### src/rtl/mmio_pkg.sv
// Shared MMIO constants and types.
// Holds the register-field and data widths that every slot core uses, the
// bridge FSM state type, and the slot numbers of cores on the bus.
package mmio_pkg;

  localparam int REG_ADDR_W  = 5;
  localparam int DATA_W      = 32;
  localparam int SLOT_ADDR_W = 3;

  // Slot assignments on the default eight-slot bus.
  localparam int SLOT_TIMER  = 7;

  typedef enum logic [1:0] {
    IDLE   = 2'd0,
    ACCESS = 2'd1,
    RESP   = 2'd2
  } state_e;

endpackage

### src/rtl/mmio_bridge_if.sv
// Processor-side request/acknowledge bus.
// master: processor (drives req/we/addr/wdata, receives rdata/ack/err)
// slave : bridge    (receives the request, returns rdata/ack/err)
// bus_addr is the word address {slot, reg}.
interface mmio_bridge_if #(
  parameter int SLOT_ADDR_W = 3
);
  import mmio_pkg::*;

  logic                          bus_req;
  logic                          bus_we;
  logic [SLOT_ADDR_W+REG_ADDR_W-1:0] bus_addr;
  logic [DATA_W-1:0]             bus_wdata;
  logic [DATA_W-1:0]             bus_rdata;
  logic                          bus_ack;
  logic                          bus_err;

  modport master (
    output bus_req, bus_we, bus_addr, bus_wdata,
    input  bus_rdata, bus_ack, bus_err
  );

  modport slave (
    input  bus_req, bus_we, bus_addr, bus_wdata,
    output bus_rdata, bus_ack, bus_err
  );

endinterface

### src/rtl/mmio_slot_decoder.sv
// Slot index to one-hot chip select.
// i_slot         : slot field of the bus address
// o_cs           : one-hot select, all zero when the slot does not exist
// o_out_of_range : slot index >= NUM_SLOTS
module mmio_slot_decoder #(
  parameter int NUM_SLOTS   = 8,
  parameter int SLOT_ADDR_W = 3
) (
  input  logic [SLOT_ADDR_W-1:0] i_slot,
  output logic [NUM_SLOTS-1:0]   o_cs,
  output logic                   o_out_of_range
);

  always_comb begin
    o_cs           = '0;
    o_out_of_range = 1'b1;
    for (int i = 0; i < NUM_SLOTS; i++) begin
      if (i_slot == SLOT_ADDR_W'(i)) begin
        o_cs[i]        = 1'b1;
        o_out_of_range = 1'b0;
      end
    end
  end

endmodule

### src/rtl/mmio_bridge.sv
// Processor bus to slot-core bridge.
// Turns one accepted bus request into exactly one single-cycle slot strobe
// and exactly one bus acknowledge; requests to nonexistent slots are
// acknowledged with bus_err and never strobe a slot.
// i_clk, i_reset (sync, active low)
// bus           : processor request/ack bus (slave side)
// o_slot_cs     : one-hot chip select, valid only with a strobe
// o_slot_read   : read strobe
// o_slot_write  : write strobe
// o_slot_addr   : register address, held between transactions
// o_slot_wdata  : write data, held between transactions
// i_slot_rdata  : flattened per-slot read data, slot i at [i*DATA_W +: DATA_W]
//
// state  | meaning
// IDLE   | waiting for bus_req; latches the request on acceptance
// ACCESS | one cycle: chip select + strobe to the slot, read data captured
// RESP   | one cycle: bus_ack (with bus_err if the slot was out of range)
module mmio_bridge
  import mmio_pkg::*;
#(
  parameter int NUM_SLOTS   = 8,
  parameter int SLOT_ADDR_W = 3
) (
  input  logic                        i_clk,
  input  logic                        i_reset,
  mmio_bridge_if.slave                bus,
  output logic [NUM_SLOTS-1:0]        o_slot_cs,
  output logic                        o_slot_read,
  output logic                        o_slot_write,
  output logic [REG_ADDR_W-1:0]       o_slot_addr,
  output logic [DATA_W-1:0]           o_slot_wdata,
  input  logic [NUM_SLOTS*DATA_W-1:0] i_slot_rdata
);

  state_e                r_state, w_state_nxt;
  logic                  r_we, w_we_nxt;
  logic [NUM_SLOTS-1:0]  r_cs, w_cs_nxt;
  logic                  r_rd, w_rd_nxt;
  logic                  r_wr, w_wr_nxt;
  logic [REG_ADDR_W-1:0] r_addr, w_addr_nxt;
  logic [DATA_W-1:0]     r_wdata, w_wdata_nxt;
  logic                  r_ack, w_ack_nxt;
  logic                  r_err, w_err_nxt;
  logic [DATA_W-1:0]     r_rdata, w_rdata_nxt;

  logic [NUM_SLOTS-1:0]  w_dec_cs;
  logic                  w_dec_oor;
  logic [DATA_W-1:0]     w_rd_sel;

  mmio_slot_decoder #(
    .NUM_SLOTS  (NUM_SLOTS),
    .SLOT_ADDR_W(SLOT_ADDR_W)
  ) u_dec (
    .i_slot        (bus.bus_addr[SLOT_ADDR_W+REG_ADDR_W-1 -: SLOT_ADDR_W]),
    .o_cs          (w_dec_cs),
    .o_out_of_range(w_dec_oor)
  );

  // r_cs is one-hot during ACCESS, so it doubles as the read-mux select.
  always_comb begin
    w_rd_sel = '0;
    for (int i = 0; i < NUM_SLOTS; i++) begin
      if (r_cs[i]) w_rd_sel = i_slot_rdata[i*DATA_W +: DATA_W];
    end
  end

  // Outputs are computed for the next state and registered, so the strobe
  // appears exactly in the ACCESS cycle and the ack exactly in RESP.
  always_comb begin
    w_state_nxt = r_state;
    w_we_nxt    = r_we;
    w_addr_nxt  = r_addr;
    w_wdata_nxt = r_wdata;
    w_rdata_nxt = r_rdata;
    w_cs_nxt    = '0;
    w_rd_nxt    = 1'b0;
    w_wr_nxt    = 1'b0;
    w_ack_nxt   = 1'b0;
    w_err_nxt   = 1'b0;
    case (r_state)
      IDLE: begin
        if (bus.bus_req) begin
          w_we_nxt    = bus.bus_we;
          w_addr_nxt  = bus.bus_addr[REG_ADDR_W-1:0];
          w_wdata_nxt = bus.bus_wdata;
          if (w_dec_oor) begin
            w_state_nxt = RESP;
            w_ack_nxt   = 1'b1;
            w_err_nxt   = 1'b1;
            w_rdata_nxt = '0;
          end else begin
            w_state_nxt = ACCESS;
            w_cs_nxt    = w_dec_cs;
            w_rd_nxt    = ~bus.bus_we;
            w_wr_nxt    = bus.bus_we;
          end
        end
      end
      ACCESS: begin
        w_state_nxt = RESP;
        w_ack_nxt   = 1'b1;
        w_rdata_nxt = r_we ? '0 : w_rd_sel;
      end
      RESP:    w_state_nxt = IDLE;
      default: w_state_nxt = IDLE;
    endcase
  end

  always_ff @(posedge i_clk) begin
    if (!i_reset) begin
      r_state <= IDLE;
      r_we    <= 1'b0;
      r_cs    <= '0;
      r_rd    <= 1'b0;
      r_wr    <= 1'b0;
      r_addr  <= '0;
      r_wdata <= '0;
      r_ack   <= 1'b0;
      r_err   <= 1'b0;
      r_rdata <= '0;
    end else begin
      r_state <= w_state_nxt;
      r_we    <= w_we_nxt;
      r_cs    <= w_cs_nxt;
      r_rd    <= w_rd_nxt;
      r_wr    <= w_wr_nxt;
      r_addr  <= w_addr_nxt;
      r_wdata <= w_wdata_nxt;
      r_ack   <= w_ack_nxt;
      r_err   <= w_err_nxt;
      r_rdata <= w_rdata_nxt;
    end
  end

  assign o_slot_cs     = r_cs;
  assign o_slot_read   = r_rd;
  assign o_slot_write  = r_wr;
  assign o_slot_addr   = r_addr;
  assign o_slot_wdata  = r_wdata;
  assign bus.bus_ack   = r_ack;
  assign bus.bus_err   = r_err;
  assign bus.bus_rdata = r_rdata;

endmodule

### src/flat_wrapper.sv
// flat-port wrapper written by rule: the top's interface ports become plain ports
module mmio_bridge_flat import mmio_pkg::*;
#(
  parameter int NUM_SLOTS   = 8,
  parameter int SLOT_ADDR_W = 3
)
  (i_clk, i_reset, o_slot_cs, o_slot_read, o_slot_write, o_slot_addr, o_slot_wdata, i_slot_rdata, bus_bus_req, bus_bus_we, bus_bus_addr, bus_bus_wdata, bus_bus_rdata, bus_bus_ack, bus_bus_err);
  mmio_bridge_if #(.SLOT_ADDR_W(SLOT_ADDR_W)) bus_i ();
  input  logic i_clk;
  input  logic i_reset;
  output logic [NUM_SLOTS-1:0] o_slot_cs;
  output logic o_slot_read;
  output logic o_slot_write;
  output logic [REG_ADDR_W-1:0] o_slot_addr;
  output logic [DATA_W-1:0] o_slot_wdata;
  input  logic [NUM_SLOTS*DATA_W-1:0] i_slot_rdata;
  input wire logic [$bits(bus_i.bus_req)-1:0] bus_bus_req;
  input wire logic [$bits(bus_i.bus_we)-1:0] bus_bus_we;
  input wire logic [$bits(bus_i.bus_addr)-1:0] bus_bus_addr;
  input wire logic [$bits(bus_i.bus_wdata)-1:0] bus_bus_wdata;
  output wire logic [$bits(bus_i.bus_rdata)-1:0] bus_bus_rdata;
  output wire logic [$bits(bus_i.bus_ack)-1:0] bus_bus_ack;
  output wire logic [$bits(bus_i.bus_err)-1:0] bus_bus_err;
  assign bus_i.bus_req = bus_bus_req;
  assign bus_i.bus_we = bus_bus_we;
  assign bus_i.bus_addr = bus_bus_addr;
  assign bus_i.bus_wdata = bus_bus_wdata;
  assign bus_bus_rdata = bus_i.bus_rdata;
  assign bus_bus_ack = bus_i.bus_ack;
  assign bus_bus_err = bus_i.bus_err;
  mmio_bridge #(.NUM_SLOTS(NUM_SLOTS), .SLOT_ADDR_W(SLOT_ADDR_W)) u_core (.i_clk(i_clk), .i_reset(i_reset), .bus(bus_i), .o_slot_cs(o_slot_cs), .o_slot_read(o_slot_read), .o_slot_write(o_slot_write), .o_slot_addr(o_slot_addr), .o_slot_wdata(o_slot_wdata), .i_slot_rdata(i_slot_rdata));
endmodule
### config.mk
export PLATFORM = sky130hd
export DESIGN_NAME = mmio_bridge_flat
export DESIGN_NICKNAME = d
export VERILOG_FILES = /design/src/rtl/mmio_pkg.sv /design/src/rtl/mmio_bridge_if.sv /design/src/rtl/mmio_slot_decoder.sv /design/src/rtl/mmio_bridge.sv /design/src/flat_wrapper.sv
export SDC_FILE = /design/constraint.sdc
export NUM_CORES = 1
export LEC_CHECK = 0
export CORE_AREA = 8 8 142 144
export CTS_CLUSTER_SIZE = 14
export DETAILED_ROUTE_END_ITERATION = 7
export DIE_AREA = 0 0 150 152
export PLACE_DENSITY_LB_ADDON = 0.2
export RECOVER_POWER = 50
export SLEW_MARGIN = 0
export SYNTH_ARGS = -nofsm -noshare
export SYNTH_HDL_FRONTEND = slang
export SYNTH_SLANG_ARGS = --single-unit
### constraint.sdc
create_clock -name i_clk -period 1.86 [get_ports i_clk]
set_input_delay 0.372 -clock i_clk [delete_from_list [all_inputs] [get_ports i_clk]]
set_output_delay 0.372 -clock i_clk [all_outputs]
set_load 0.05 [all_outputs]
==> reports/qor.txt <==
status -> completed
fin crit share -> 91.3%
Filler Cells Inserted -> 1808
fmax -> 589 MHz
Power Density -> 568 nW/µm²
cts hold-fix bufs -> 0
Mapped Nets -> 956
fraction of the yosys area taken by sequential cells -> 33.8%
antenna viol nets, final -> 0
final wirelength -> 27800 µm
r2r endpoint -> u_core.bus.bus_rdata[7]
Post-Layout Cell Count -> 1245
Worst Max-Slew Pin Slew -> 866 ps
max cap viols -> 0
final instance area -> 9140 µm²
max-slew violations -> 0
setup tns final -> 0 ps
All-Layer GR Usage -> 23.0%
Power Total -> 5.19 mW
crit path cell chain -> or2_1, buf_4, a221oi_1, o311ai_0, and3_1
TritonCTS clock tree -> yes
adder-cell area share of the yosys netlist -> 0%
Net Sw Power -> 1.58 mW
sequential share of power -> 36.8%
Comb pwr share -> 27.6%
# resized after CTS -> 6
peak supply drop -> 0.588 mV
clk buf depth -> 2
post-CTS setup buffer count -> 0
Buffers & Inverters on Critical Path -> 1
Lkg Pwr -> 3.31 nW
Reg2Reg Launch Point -> u_core.o_slot_cs[2]
most frequent cells in the layout -> 297 x clkdlybuf4s50_1, 96 x o21ai_0, 79 x nand2_1, 79 x dfxtp_1, 70 x a21oi_1
Final Critical Period -> 1700 ps
root buffer cell -> clkbuf_16
area leader, netlist -> dfxtp_1
r2r setup slk -> 160 ps
worst hold path stage count -> 2
clock latency on the worst-skew pair -> 350 ps
worst setup margin -> 162 ps
final setup fails -> 0
RSZ-0062 raised after global routing -> false
die area -> 22800 µm²
Int Pwr -> 3.61 mW
Buffers on Ports -> 380
commonest non-fill, non-tap cell in the layout -> clkdlybuf4s50_1
drt first pass iters -> 8
utilization after layout -> 51.4%
Top delay family on crit path -> compound AO/OA/AOI/OAI gates
Synth top area share -> 33.8%
vias in the first global route -> 6580
simple-gate share of the synthesized area -> 20.0%
ranking of synthesized cells by area -> dfxtp_1 34%, o21ai_0 9.6%, a221oi_1 9.5%
clock share of power -> 35.7%
clk sink count -> 84
DP Worst Slack -> 23.8 ps
Syn Inst Count -> 656
slowest stage delay, CP -> 390 ps
Rows -> 49
Area after DPL -> 9070 µm²
kind of critical path -> flip-flop to flip-flop
multiplexer share of the synthesized area -> 0%
Hold Path End -> u_core.o_slot_wdata[25]
WP data required -> 2100 ps
WP data arrival -> 1940 ps
compound-gate portion of the synthesized area -> 38.8%
worst r2r path cells -> 5
library cells used by synthesis -> 27
Setup crit end kind -> flip-flop
core area -> 17800 µm²
mapped cell area -> 4980 µm²
average size of a mapped cell -> 7.59 µm²
Detailed Place HPWL -> 21200 µm
Crit path depth -> 5
largest net degree at the start of global routing -> 41
DRC -> 0
initial antenna violation count -> 1
hold_sp -> u_core.o_slot_wdata[25]
slowest CP cell -> a221oi_1
Initial DRC Count -> 470
Die X-Extent -> 150 µm
vias after detailed routing -> 6704
TritonCTS Buffers -> 9
Inst Count DP -> 1228
Yosys warning count -> 0
first-pass GRT wire length -> 40700 µm
area of all sequential standard cells -> 1690 µm²
P&R area growth vs syn -> 83.6%
Multi-input gate area -> 2960 µm²
fin nets -> 1310
largest family of logic cells by synthesized area -> compound AO/OA/AOI/OAI gates
worst min path class -> flip-flop to flip-flop
top fanout value on the critical path -> 17
startpoint types -> flip-flop
num ports -> 381
via density per instance -> 5.38
Synth Area in XOR/XNOR -> 0%
Hold Worst Slack -> 454 ps
Net Sw Frac -> 30.5%
Fin Clk Skew -> 8.63 ps
CTS clk-pin slew, worst paths -> 70 ps
Avg WL per Cell -> 22.3 µm
Initial Utilization -> 28.0%
# H-tree levels -> 3
Die H -> 152 µm
share of cells above drive strength 1 -> 8.67%
slew margin rel. -> 42.3%
RePlAce Congestion -> 0.855
GR Overflow Total -> 0
synthesized flop and latch total -> 84
final hold vios -> 0
## power by group through the flow
stage          Clock (mW)  Sequential, mW  Combinational (mW)
2_1_floorplan           0            2.17               0.347
3_3_place_gp            0            1.95                1.48
3_5_place_dp            0            1.95                1.48
4_1_cts              1.93            1.91                1.48
5_1_grt              1.98            1.92                1.53
6_report             1.85            1.91                1.43
## worst register-to-register path, delay by kind of cell, from the launching register on
kind	cells	cell delay [ps]
buf+inv	1	210
compound gates	2	570
flops	1	350
simple gates	2	460
## registers in the layout (all words and copies together), names as in the netlist
signal                cells
u_core.r_state            2
u_core.o_slot_read        1
u_core.bus.bus_ack        1
u_core.bus.bus_err        1
u_core.o_slot_write       1
u_core.o_slot_addr        5
u_core.o_slot_wdata      32
u_core.r_we               1
u_core.bus.bus_rdata     32
u_core.o_slot_cs          8
## per-layer routing
layer / track usage (%) / part of all wire, % / wire length, µm
met1: 27.5 / 40 / 11100
met2: 39.4 / 49 / 13800
met3: 7.19 / 9.7 / 2700
met4: 4.86 / 1.0 / 286
met5: 0 / 0 / 0
## worst max-delay path by stage
stage | from | endpoint | slack [ps]
final | u_core.o_slot_cs[2] | u_core.bus.bus_rdata[7] | 160
after global routing | u_core.o_slot_cs[2] | u_core.bus.bus_rdata[21] | 100
after CTS | u_core.o_slot_cs[2] | u_core.bus.bus_rdata[31] | 30
after detailed placement | i_slot_rdata[63] | u_core.bus.bus_rdata[31] | 20
after global placement | i_slot_rdata[63] | u_core.bus.bus_rdata[31] | 60
after floorplan | u_core.o_slot_cs[1] | u_core.bus.bus_rdata[0] | 130
## Yosys cell counts (all sizes together)
cell    number
o21ai       96
dfxtp       84
nand2       79
a21oi       70
a221oi      64
clkbuf      42
nor2b       34
and3        33
nand3       33
buf         32
o22ai       32
o311ai      32
nor2        10
inv          4
nand2b       4
or2          3
nor3         2
conb         1
nor3b        1
## layout make-up
class	instances	area share [%]
antenna	1	0.0274
clock buffer	9	2.46
clock inverter	7	0.807
inverter	4	0.164
multi-input combinational	494	32.3
sequential	84	18.5
tap	229	3.13
timing repair buffer	417	42.6
## logic make-up after synthesis
logic type	after synthesis
flip-flops	84
AND/OR/NAND/NOR	199
AO/OA/AOI/OAI	294
buffers and inverters	78
other	1
No activity file was read; power rests on OpenSTA's default activity.
